### config.mk
export PLATFORM = sky130hd
export DESIGN_NAME = bk_subtractor_pipe
export DESIGN_NICKNAME = d
export VERILOG_FILES = /design/src/rtl/bk_subtractor_pipe.sv
export SDC_FILE = /design/constraint.sdc
export NUM_CORES = 1
export LEC_CHECK = 0
export CORE_ASPECT_RATIO = 1.5
export CORE_MARGIN = 4
export CORE_UTILIZATION = 52
export CTS_CLUSTER_DIAMETER = 60
export DETAILED_ROUTE_END_ITERATION = 7
export PLACE_DENSITY = 0.91
export SYNTH_ARGS = -nofsm -noshare
export SYNTH_HDL_FRONTEND = slang
export SYNTH_SLANG_ARGS = --single-unit
### constraint.sdc
create_clock -name clk -period 3.5 [get_ports clk]
set_input_delay 0.35 -clock clk [delete_from_list [all_inputs] [get_ports clk]]
set_output_delay 0.35 -clock clk [all_outputs]
set_load 0.02 [all_outputs]
### src/rtl/bk_subtractor_pipe.sv
// Two-stage pipelined Brent-Kung subtractor: diff = a - b - bin, computed as a + ~b + !bin.
// Stage 1 resolves the low-half carries and high-half group P/G; stage 2 finishes the carries and registers the outputs.
module bk_subtractor_pipe #(
  parameter int WIDTH  = 32,
  parameter bit SAT_EN = 1'b0
) (
  input  logic             clk,
  input  logic             rst_n,
  input  logic             in_valid,
  output logic             in_ready,
  input  logic [WIDTH-1:0] a,
  input  logic [WIDTH-1:0] b,
  input  logic             bin,
  output logic             out_valid,
  input  logic             out_ready,
  output logic [WIDTH-1:0] diff,
  output logic             bout,
  output logic             ovf,
  output logic             zero
);

  localparam int HALF  = WIDTH / 2;
  localparam int LOG_H = $clog2(HALF);

  // Radix-2 Brent-Kung prefix over HALF (g, p) pairs; entry i covers bits 0..i.
  // Returns the group propagates when want_p is set, otherwise the group generates.
  function automatic logic [HALF-1:0] bk_scan(input logic [HALF-1:0] g_in,
                                              input logic [HALF-1:0] p_in,
                                              input logic            want_p);
    logic [HALF-1:0] g;
    logic [HALF-1:0] p;
    int              j;
    g = g_in;
    p = p_in;
    for (int l = 0; l < LOG_H; l++) begin
      for (int i = 0; i < HALF; i++) begin
        if ((i % (2 << l)) == ((2 << l) - 1)) begin
          j    = (i >= (1 << l)) ? i - (1 << l) : 0;
          g[i] = g[i] | (p[i] & g[j]);
          p[i] = p[i] & p[j];
        end
      end
    end
    for (int l = LOG_H - 2; l >= 0; l--) begin
      for (int i = 0; i < HALF; i++) begin
        if ((i >= (3 * (1 << l)) - 1) && (((i + 1) % (2 << l)) == (1 << l))) begin
          j    = (i >= (1 << l)) ? i - (1 << l) : 0;
          g[i] = g[i] | (p[i] & g[j]);
          p[i] = p[i] & p[j];
        end
      end
    end
    return want_p ? p : g;
  endfunction

  logic s1_valid_q;
  logic s1_adv;
  logic s2_adv;

  assign s2_adv   = !out_valid | out_ready;
  assign s1_adv   = !s1_valid_q | s2_adv;
  assign in_ready = s1_adv;

  // Stage 1 combinational: bitwise P/G and the two half-width prefix trees.
  logic [WIDTH-1:0] nb;
  logic [WIDTH-1:0] p_w;
  logic [WIDTH-1:0] g_w;
  logic             c0;
  logic [HALF-1:0]  g_lo;
  logic [HALF-1:0]  c_lo_d;
  logic [HALF-1:0]  ggrp_d;
  logic [HALF-1:0]  pgrp_d;

  assign nb  = ~b;
  assign p_w = a ^ nb;
  assign g_w = a & nb;
  assign c0  = ~bin;

  always_comb begin
    // NOTE: every variable driven here gets a full default first so no latch is inferred.
    g_lo    = g_w[HALF-1:0];
    g_lo[0] = g_w[0] | (p_w[0] & c0);
    c_lo_d  = bk_scan(g_lo, p_w[HALF-1:0], 1'b0);
    ggrp_d  = bk_scan(g_w[WIDTH-1:HALF], p_w[WIDTH-1:HALF], 1'b0);
    pgrp_d  = bk_scan(g_w[WIDTH-1:HALF], p_w[WIDTH-1:HALF], 1'b1);
  end

  logic [HALF-1:0]  c_lo_q;
  logic [HALF-1:0]  ggrp_q;
  logic [HALF-1:0]  pgrp_q;
  logic [WIDTH-1:0] p_q;
  logic             c0_q;
  logic             a_msb_q;
  logic             nb_msb_q;

  always_ff @(posedge clk or negedge rst_n) begin
    if (!rst_n) begin
      s1_valid_q <= 1'b0;
    end else if (s1_adv) begin
      s1_valid_q <= in_valid;
    end
  end

  // NOTE: stage-1 datapath has no reset; s1_valid_q alone says whether it is meaningful.
  always_ff @(posedge clk) begin
    if (s1_adv && in_valid) begin
      c_lo_q   <= c_lo_d;
      ggrp_q   <= ggrp_d;
      pgrp_q   <= pgrp_d;
      p_q      <= p_w;
      c0_q     <= c0;
      a_msb_q  <= a[WIDTH-1];
      nb_msb_q <= nb[WIDTH-1];
    end
  end

  // Stage 2: carries[k] holds c[k+1]; high half folds in the midpoint carry c[HALF].
  logic [HALF-1:0]  c_hi;
  logic [WIDTH-1:0] carries;
  logic [WIDTH-1:0] diff_raw;
  logic [WIDTH-1:0] diff_d;
  logic             ovf_d;

  assign c_hi     = ggrp_q | (pgrp_q & {HALF{c_lo_q[HALF-1]}});
  assign carries  = {c_hi, c_lo_q};
  assign diff_raw = p_q ^ {carries[WIDTH-2:0], c0_q};
  // Operand signs differ exactly when a's MSB equals the inverted subtrahend MSB.
  assign ovf_d    = (a_msb_q == nb_msb_q) & (diff_raw[WIDTH-1] != a_msb_q);

  always_comb begin
    diff_d = diff_raw;
    if (SAT_EN && ovf_d) begin
      diff_d = a_msb_q ? {1'b1, {(WIDTH-1){1'b0}}} : {1'b0, {(WIDTH-1){1'b1}}};
    end
  end

  always_ff @(posedge clk or negedge rst_n) begin
    if (!rst_n) begin
      out_valid <= 1'b0;
      diff      <= '0;
      bout      <= 1'b0;
      ovf       <= 1'b0;
      zero      <= 1'b0;
    end else if (s2_adv) begin
      out_valid <= s1_valid_q;
      if (s1_valid_q) begin
        diff <= diff_d;
        bout <= ~carries[WIDTH-1];
        ovf  <= ovf_d;
        zero <= (diff_d == '0);
      end
    end
  end

endmodule

== Word level (Yosys, flattened, before mapping) ==
Index checks and enable logic that the tools add are counted.
Word-level totals
  input bits: 69
  output and inout port bits: 37
  register bits after elaboration: 120
Cells by class
  bitwise gates (word level): 154
  reductions and logical operators: 5
  equal/unequal tests: 2
Operators by type and width (number)
  $and 1x1->1: 91
  $xor 32x32->32: 2
  $or 1x1->1: 55
  $and 32x32->32: 1
  $logic_not 32->1: 1
  $not 32->32: 1
  $and 16x16->16: 1
  $or 16x16->16: 1
  $logic_not 1->1: 2
  $not 1->1: 2
  $reduce_and 2->1: 1
  $eq 1x1->1: 1
  $logic_and 1x1->1: 1
  $ne 1x1->1: 1

== Longest topological paths before layout ==
Gate-level depths: netlist (run 1).
  word-level depth: 16
  gate-level depth with buffers: 8
  gate-level depth less buffers: 8

== Worst setup path before layout (run 1) ==
OpenSTA, ideal clock, no wires.
  path type: reg2reg
  from: register out_valid
  to: register a_msb_q, enable pin
  data required time: 3.051 ns
  stages on the path, launching flop included: 3
  setup slack: 0.358 ns
  path buffers: 0
  setup time: 0.449 ns
  data arrival time: 2.692 ns
  path through: dfrtp_1 > nand3b_1 > and2_1
Between the ends
  longest elaborated chain between the ends: 4
RTL lines
  from (decl): line 14  | output logic out_valid,
  from (signal assigned): line 145  | out_valid <= s1_valid_q;
  $logic_not 1->1: line 60  | assign s2_adv = !out_valid | out_ready;
  $or 1x1->1: line 60
  $or 1x1->1: line 61  | assign s1_adv = !s1_valid_q | s2_adv;
  named net in_ready: line 10  | output logic in_ready,
  $logic_and 1x1->1: line 106  | if (s1_adv && in_valid) begin
  to (signal assigned): line 112  | a_msb_q <= a[WIDTH-1];
  to (decl): line 93  | logic a_msb_q;
The timed path passes the listed nets, and every way through them passes these cells.
A chain may end at the register's enable or synchronous reset.

== Worst setup path after layout (run 1) ==
  from: input b[17]
  to: register ggrp_q[15], data pin
Between the ends
  longest elaborated chain between the ends: 10
RTL lines
  from (decl): line 12  | input logic [WIDTH-1:0] b,
  $not 32->32: line 74  | assign nb = ~b;
  $xor 32x32->32: line 75  | assign p_w = a ^ nb;
  named net p_w[17]: line 66  | logic [WIDTH-1:0] p_w;
  $and 1x1->1
  $or 1x1->1
  $and 1x1->1
  $or 1x1->1
  $and 1x1->1
  $or 1x1->1
  $and 1x1->1
  $or 1x1->1
  named net ggrp_d[15]: line 71  | logic [HALF-1:0] ggrp_d;
  to (signal assigned): line 108  | ggrp_q <= ggrp_d;
  to (decl): line 89  | logic [HALF-1:0] ggrp_q;
The timed path passes the listed nets, and every way through them passes these cells.

==> run summary, run 1 <==
After global routing the overflow that remains totals 0. The cell count after synthesis came out at 419. TritonCTS built the clock tree. Once detail routing completed, the nets flagged for antenna violations numbered 0.

Dominant register cell in the synthesized netlist: sky130_fd_sc_hd__edfxtp_1. The logs give 0 for the final-report hold violation count and 164 for the number of design-rule violations left by the first detailed-router iteration. The worst clock skew was 0.00604 ns. Clock buffer count from CTS: 17. The critical path class is primary input to flop. The antenna cell count was 0; the top-level port count was 106. The tools report the wire length of the first global-routing pass as 18000 um. The placeable core region was 10100 um^2; the maximum number of pins on one net before global-route repair was 83. At the worst endpoint, the required time is 3.66 ns.

In the final layout, the share of cells above drive strength 1 is 7.30%. VDD sags by at most 0.424 mV. The worst path needs 2.42 ns of the cycle, external delays included. The library cell used as clock root buffer was sky130_fd_sc_hd__clkbuf_16. Gates resized during post-CTS repair numbered 0.

The total of max-cap violations is 0. The tools report the final number of max-transition violations as 0. Setup violations remaining at the end of the flow were counted as 0.

The net count of the finished layout is 637. The number of filler instances in the final layout came out at 674. Input and output buffers added on the ports amount to 105. Post-synthesis average cell area: 12.8 um^2. Once the floorplan was initialized, standard cells occupied 53.2% of the core. Traced cell by cell, the critical path runs through clkdlybuf4s50_1 -> inv_1 -> ha_1 -> a211o_1 -> a21oi_4 -> a211oi_2 -> o22a_4 -> a221o_1 -> a21o_1. The number of library cell types mapped by synthesis was 46. In this run the deepest clock path goes through 2 buffers. The tools report the share of power burned in combinational logic as 19.0%.

The tools report the type of destination of the critical path as a flop. The critical-path cell with the highest stage delay was sky130_fd_sc_hd__clkdlybuf4s50_1. The maximum net fanout on the critical path was 6; the buffers plus inverters on the worst setup path was 2. The die width was 90.9 um. The number of clock sinks was 119.

The kind of cell adding the most delay to the critical path was compound AO/OA/AOI/OAI gates. The launch point of the critical path was b[17]. Counting flops with a built-in enable in the synthesized netlist gives 82. The detailed-routing iteration count for the pre-antenna-repair pass is 4. The run finished with clean final reports. The transition time at the pin with the least slew margin was 1.03 ns. After detailed routing, the average wire length per cell comes to 16.9 um. In the routed layout, each cell is associated on average with a via count of 5.47. The worst setup path is launched from a primary input.

The tools report the number of rows in the core area as 45. The path class of the tightest hold or removal check is primary input to async pin. The vertical die dimension works out to 132 um. For this run, design rule violations remaining after detail routing come to 0. The cts-stage hold buffer count came out at 0. The internal power of the cells totals 3.11 mW. Clock latency on the worst-skew pair, taken at its later pin, is 0.41 ns.

Routability-driven placement finished with a final weighted congestion of 0.805. The clock input transition at the sequential cells of the worst setup and hold paths was 0.05 ns. The switching share of total power is 25.8%. In this run the cell area of the synthesized design comes to 5360 um^2.

Number of global-route vias before repair: 3863. The initial antenna violation count is 0. Setup repair after global routing left no endpoint under its margin. The tools report the maximum achievable frequency as 413 MHz. The logs give 1.08 mW for the power spent charging and discharging nets and 42.9% for the register share of total power. The flop and latch count out of synthesis is 119, and the leakage power figure is 3.01 nW. The clock network burns 38.1% of the power. The tools report the worst slew margin relative to its limit as 31.1%. The most frequent standard cell in the layout excluding fill and tap cells is sky130_fd_sc_hd__clkdlybuf4s50_1. The floorplan step defined a die boundary enclosing 12000 um^2. Across every metal layer, demand over resource in global routing totals 19.6%. The run gives 0 as the number of buffers inserted by post-CTS setup repair.

From synthesis to final layout, the design area changed by 32.0%. In the layout the commonest cells are 104 x sky130_fd_sc_hd__clkdlybuf4s50_1, 82 x sky130_fd_sc_hd__edfxtp_1, 44 x sky130_fd_sc_hd__nand2_1. The logs give 2.58 ns for the data arrival time of the worst path and 63.2% for the portion of the post-synthesis area used by sequential elements. In the synthesized netlist the async set-or-reset flop fraction comes to 31.1%. The total negative setup slack was 0 ns. When the netlist entered floorplanning its net count stood at 521. After detailed routing, the total wire length is 11200 um.

The smallest hold slack is 0.0482 ns, and the delay contributed by the slowest stage of the critical path is 0.45 ns. Dividing total power by cell area gives a power density of 592 nW/um^2. In this run the critical register-to-register path is launched from c_lo_q[15]$_DFFE_PP_.

Post-route fraction of the period consumed by the critical path: 69.1%. The HPWL reported at the end of detailed placement is 8000 um. For this run, the number of Yosys warnings is 0. The H-tree was split into 4 levels. The routed layout has 3638 vias.
## sequential cells by signal (all words and copies together), names as in the netlist
name	count
diff	32
p_q	32
c_lo_q	16
ggrp_q	16
pgrp_q	15
a_msb_q	1
bout	1
c0_q	1
nb_msb_q	1
out_valid	1
ovf	1
s1_valid_q	1
zero	1
## per-layer routing
metal | global-route usage [%] | routed length, um
met1 | 18.6 | 3920
met2 | 36.0 | 6080
met3 | 4.74 | 514
met4 | 14.3 | 705
met5 | 0 | 0
## power by group through the flow
| stage | sequential, mW | clock (mW) | combinational (mW) |
|---|---|---|---|
| finish | 1.80 | 1.60 | 0.796 |
| floorplan | 1.92 | 0 | 0.309 |
| global placement | 1.81 | 0 | 0.762 |
| global route | 1.81 | 1.69 | 0.863 |
| detailed placement | 1.82 | 0 | 0.790 |
| CTS | 1.80 | 1.61 | 0.803 |
## cell usage after synthesis, drive strengths merged, types with 3 or more instances
cell type  count  area, um^2
a21o          20         150
a21oi         24         131
and2           9        56.3
and3           6        37.5
buf            3        11.3
clkbuf         5        18.8
dfrtp         37         926
edfxtp        82        2460
ha            33         413
inv           37         139
nand2         45         169
nand2b         5        31.3
nand4          6        37.5
nor2           4        15.0
o21a           4        30.0
o21ai         36         180
xnor2         17         149
xor2          14         123
## layout make-up
class	count	area, um^2	share of cell area (%)
flip-flops and latches	119	3390	47.9
repair buffers	105	1050	14.8
well taps	117	146	2.07
clock buffers	20	437	6.17
inverters	37	139	1.96
clock inverters	12	110	1.56
multi-input cells	255	1810	25.6
## stage by stage
stage	total power [mW]	setup WS (ns)	area, um^2	utilization (%)	instances
4_1_cts	4.22	1.09	7070	70.2	665
3_5_place_dp	2.61	0.663	6530	64.8	633
5_1_grt	4.37	0.990	7070	70.2	665
2_1_floorplan	2.23	0.358	5360	-	419
6_report	4.19	1.08	7070	70.2	665
3_3_place_gp	2.57	0.739	6530	64.8	633
## logic make-up (layout without fill, tap and decap cells)
group / Yosys count / after routing / share of synthesized area [%]
compound gates: 100 / 100 / 12.2
buf+inv: 45 / 174 / 3.15
simple gates: 90 / 90 / 8.47
flops: 119 / 119 / 63.2
mux: 1 / 1 / 0.210
xor+xnor: 31 / 31 / 5.07
fa+ha+maj: 33 / 33 / 7.70
## final timing paths
kind / depth (start not counted) / end / slack, ns
max: 9 / ggrp_q[15]$_DFFE_PP_ / 1.08
min: 1 / diff[28]$_DFFE_PN0P_ / 0.05
max reg2reg: 6 / zero$_DFFE_PN0P_ / 1.45
min reg2reg: 2 / diff[14]$_DFFE_PN0P_ / 0.48
max in group asynchronous: 1 / diff[6]$_DFFE_PN0P_ / 2.92
min in group clk: 2 / diff[14]$_DFFE_PN0P_ / 0.48
Power figures use the tool's default switching activity.
==> run 2: changes to the inputs <==
Settings changed: CORE_UTILIZATION 52 to 47, PLACE_DENSITY 0.91 to 0.88.
Clock period 3.5 ns to 2.2 ns, I/O delays scaled along.
==> run 2 against run 1 <==
  * Register-to-register slack worse by 1.1 ns
  * Flip-flop and latch count stayed put
  * Sequential power is 58% higher
  * Highest routed layer unchanged
==> run summary, run 2 (synthesis results as in run 1) <==
The flow ran to the end, and the final reports show no timing, DRC or antenna violations. The routability congestion estimate was 0.874 (+8.5%). The number of H-tree branching levels was 4 (unchanged). From synthesis to final layout, the design area changed by 40.5%.

Maximum net fanout on the critical path: 4 (-2). TritonCTS built the clock tree. The kind of cell adding the most delay to the critical path was compound AO/OA/AOI/OAI gates.

The part of the power in the clock network was 38.5% (+0.4 points); the number of cells on the worst reg-to-reg path was 5 (-1). The run gives 2.37 ns (-1.29 ns) as the worst endpoint required time. The final critical path takes up 99.3% of the cycle. The area of placed instances was 6920 um^2 (+6.0%); the maximum buffer depth of the clock tree was 2 (unchanged).

The logs give 0 (unchanged) for the final-report setup violation count and 119 (unchanged) for the number of clock sinks. The min-delay analysis places its worst path in the category primary input to flop. The placeable core region is 11100 um^2 (+10%), and the number of global-route vias before repair is 3937 (+1.9%). The number of rows in the core area is 47 (+4.4%), and the top-level port count is 106 (unchanged).

The worst vdd rail ir drop is 0.579 mV (+37%), and the die width is 95.2 um (+4.7%). The share of power burned in combinational logic was 20.1% (+1.1 points). The run gives 0 (unchanged) as the total of max-cap violations. The logs give 0 (unchanged) for the final-report hold violation count and 196 (+20%) for the number of design-rule violations left by the first detailed-router iteration. The launch point of the critical path is b[17].

The residual overflow from global routing is 0 (unchanged). The delay contributed by the slowest stage of the critical path came out at 0.45 ns (about the same). Setup repair after global routing could not meet its margin everywhere. The tools report the total power as 6.89 mW (+64%). The switching share of total power is 25.2% (-0.57 points).

The critical path goes through clkdlybuf4s50_1 -> inv_1 -> ha_1 -> a211o_1 -> a21oi_4 -> a211oi_2 -> o22a_4 -> a221o_1 -> a21o_1. The critical-path cell with the highest stage delay is sky130_fd_sc_hd__clkdlybuf4s50_1. The tools report the worst clock skew as 0.0154 ns (+0.00932 ns). The run gives 5.16 mW (+66%) as the cell-internal power. The worst setup path is captured at a flop.

The tools report the register share of total power as 41.4% (-1.5 points). The tools report the maximum number of pins on one net before global-route repair as 50 (-40%). The most frequent standard cell in the layout excluding fill and tap cells is sky130_fd_sc_hd__clkdlybuf4s50_1. The tools report the total global routing track utilization as 18.6% (-1.0 points). The wire length of the first global-routing pass is 18500 um (+2.9%), and the clock buffer count from CTS is 17 (unchanged). The final critical-path required period is 2.18 ns, and the final number of max-transition violations is 0 (unchanged). For the final wirelength, the log shows 11600 um (+3.6%). The run gives 1.74 mW (+61%) as the power spent charging and discharging nets. In this run the critical register-to-register path is captured at zero$_DFFE_PN0P_.

For this run, the top clock speed supported by timing is 458 MHz. The tools report the reg-to-reg startpoint as c_lo_q[15]$_DFFE_PP_. The antenna cell count came out at 0 (unchanged). The transition time at the pin with the least slew margin was 0.842 ns (-0.188 ns); the smallest hold slack was 0.378 ns (+0.330 ns).

The clock input transition at the sequential cells of the worst setup and hold paths works out to 0.05 ns (about the same). The final cell area excluding filler cells is 7530 um^2 (+6.5%). The library cells used most frequently in the layout, excluding fill and tap cells, are 104 x sky130_fd_sc_hd__clkdlybuf4s50_1, 82 x sky130_fd_sc_hd__edfxtp_1, 44 x sky130_fd_sc_hd__nand2_1. The initial antenna violation count was 0 (unchanged); the number of antenna-violating nets in the routed design was 0 (unchanged).

The vertical die dimension was 139 um (+4.9%); the routed via count was 3749 (+3.1%). The net count of the finished layout is 681 (+6.9%), and the count of input and output buffers is 105 (unchanged). The run gives 2.36 ns (-0.22 ns) as the data arrival time of the worst path. The capturing instance or port of the critical path is ggrp_q[15]$_DFFE_PP_.

The residual DRC count was 0 (unchanged); the setup slack on the worst flop-to-flop path was 0.33 ns (-1.12 ns). The cell sitting at the root of the clock tree is a sky130_fd_sc_hd__clkbuf_16. The tools report the total negative setup slack as 0 ns (unchanged).

For the clock latency on the worst-skew pair, the log shows 0.42 ns (about the same). The logs give 48.2% (-5.0 points) for the initial core utilization and 43.9% (+13 points) for the worst slew margin relative to its limit. The power per cell area was 915 nW/um^2 (+54%).

The critical path launch point type is a primary input. The logs give 4 (unchanged) for the detailed-routing iteration count for the pre-antenna-repair pass and 3.25 nW (+7.8%) for the leakage power figure. The largest registers in the layout are diff x32, p_q x32. The HPWL reported at the end of detailed placement came out at 8670 um (+8.4%). The buffers plus inverters on the worst setup path came out at 2 (unchanged). The via density per instance was 5.07 (-7.3%).

The share of cells above drive strength 1 works out to 14.4% (+7.1 points). The total number of cells along the worst setup path works out to 9 (unchanged). The critical path class was primary input to flop.

The overall die area is 13200 um^2 (+9.8%). Routed length per placed instance: 15.7 um (-6.8%).
-- run 2: cell count changes in the layout (fill, tap and decap cells not counted), sizes merged --
cell / change
buf: +43
bufinv: +1
clkinvlp: -1
dlygate4sd3: +1
-- run 2: power groups by stage --
| stage | Combinational [mW] | Sequential, mW | Clock [mW] |
|---|---|---|---|
| after CTS | 1.39 | 2.86 | 2.68 |
| after detailed placement | 1.37 | 2.89 | 0 |
| after floorplan | 0.493 | 3.04 | 0 |
| after global placement | 1.33 | 2.87 | 0 |
| after global routing | 1.49 | 2.88 | 2.82 |
| final | 1.38 | 2.85 | 2.65 |
-- run 2: stage by stage --
stage / setup slack (ns) / std cells / util (%)
after floorplan: 0.129 / 419 / -
after global placement: -0.359 / 705 / 62.2
after detailed placement: -0.432 / 705 / 62.2
after CTS: 0.0138 / 738 / 67.5
after global routing: -0.0157 / 739 / 67.8
final: 0.0158 / 739 / 67.8
-- run 2: final cells by class --
class | instances | area (um^2)
flip-flops and latches | 119 | 3390
inverters | 37 | 139
clock buffers | 20 | 437
well taps | 147 | 184
fillers | 754 | 3580
repair buffers | 149 | 1420
clock inverters | 12 | 134
multi-input cells | 255 | 1830
-- run 2: how the worst min path moves through the flow --
stage                from                    to  slack, ns  cells past startpoint
floorplan           rst_n      bout$_DFFE_PN0P_      -0.08                      0
global placement    rst_n       ovf$_DFFE_PN0P_       0.37                      1
detailed placement  rst_n  diff[25]$_DFFE_PN0P_       0.37                      1
CTS                   bin        c0_q$_DFFE_PP_       0.37                      2
global route          bin        c0_q$_DFFE_PP_       0.38                      2
finish                bin        c0_q$_DFFE_PP_       0.38                      2
-- run 2: routing by layer --
layer | track usage (%) | up-vias | wire length, um
met5 | 0 | - | 0
met4 | 9.28 | 0 | 322
met3 | 5.27 | 24 | 608
met2 | 32.1 | 105 | 6430
met1 | 20.3 | 1793 | 4260
li1 | - | 1827 | -
-- run 2: repair_timing --
item,4_1_cts,5_1_grt
resized for setup,1,5
endpoints found under the setup margin,1,3
hold buffers,1,0
buffers inserted,0,1
pin swaps,0,1
endpoints found under the hold margin,37,0
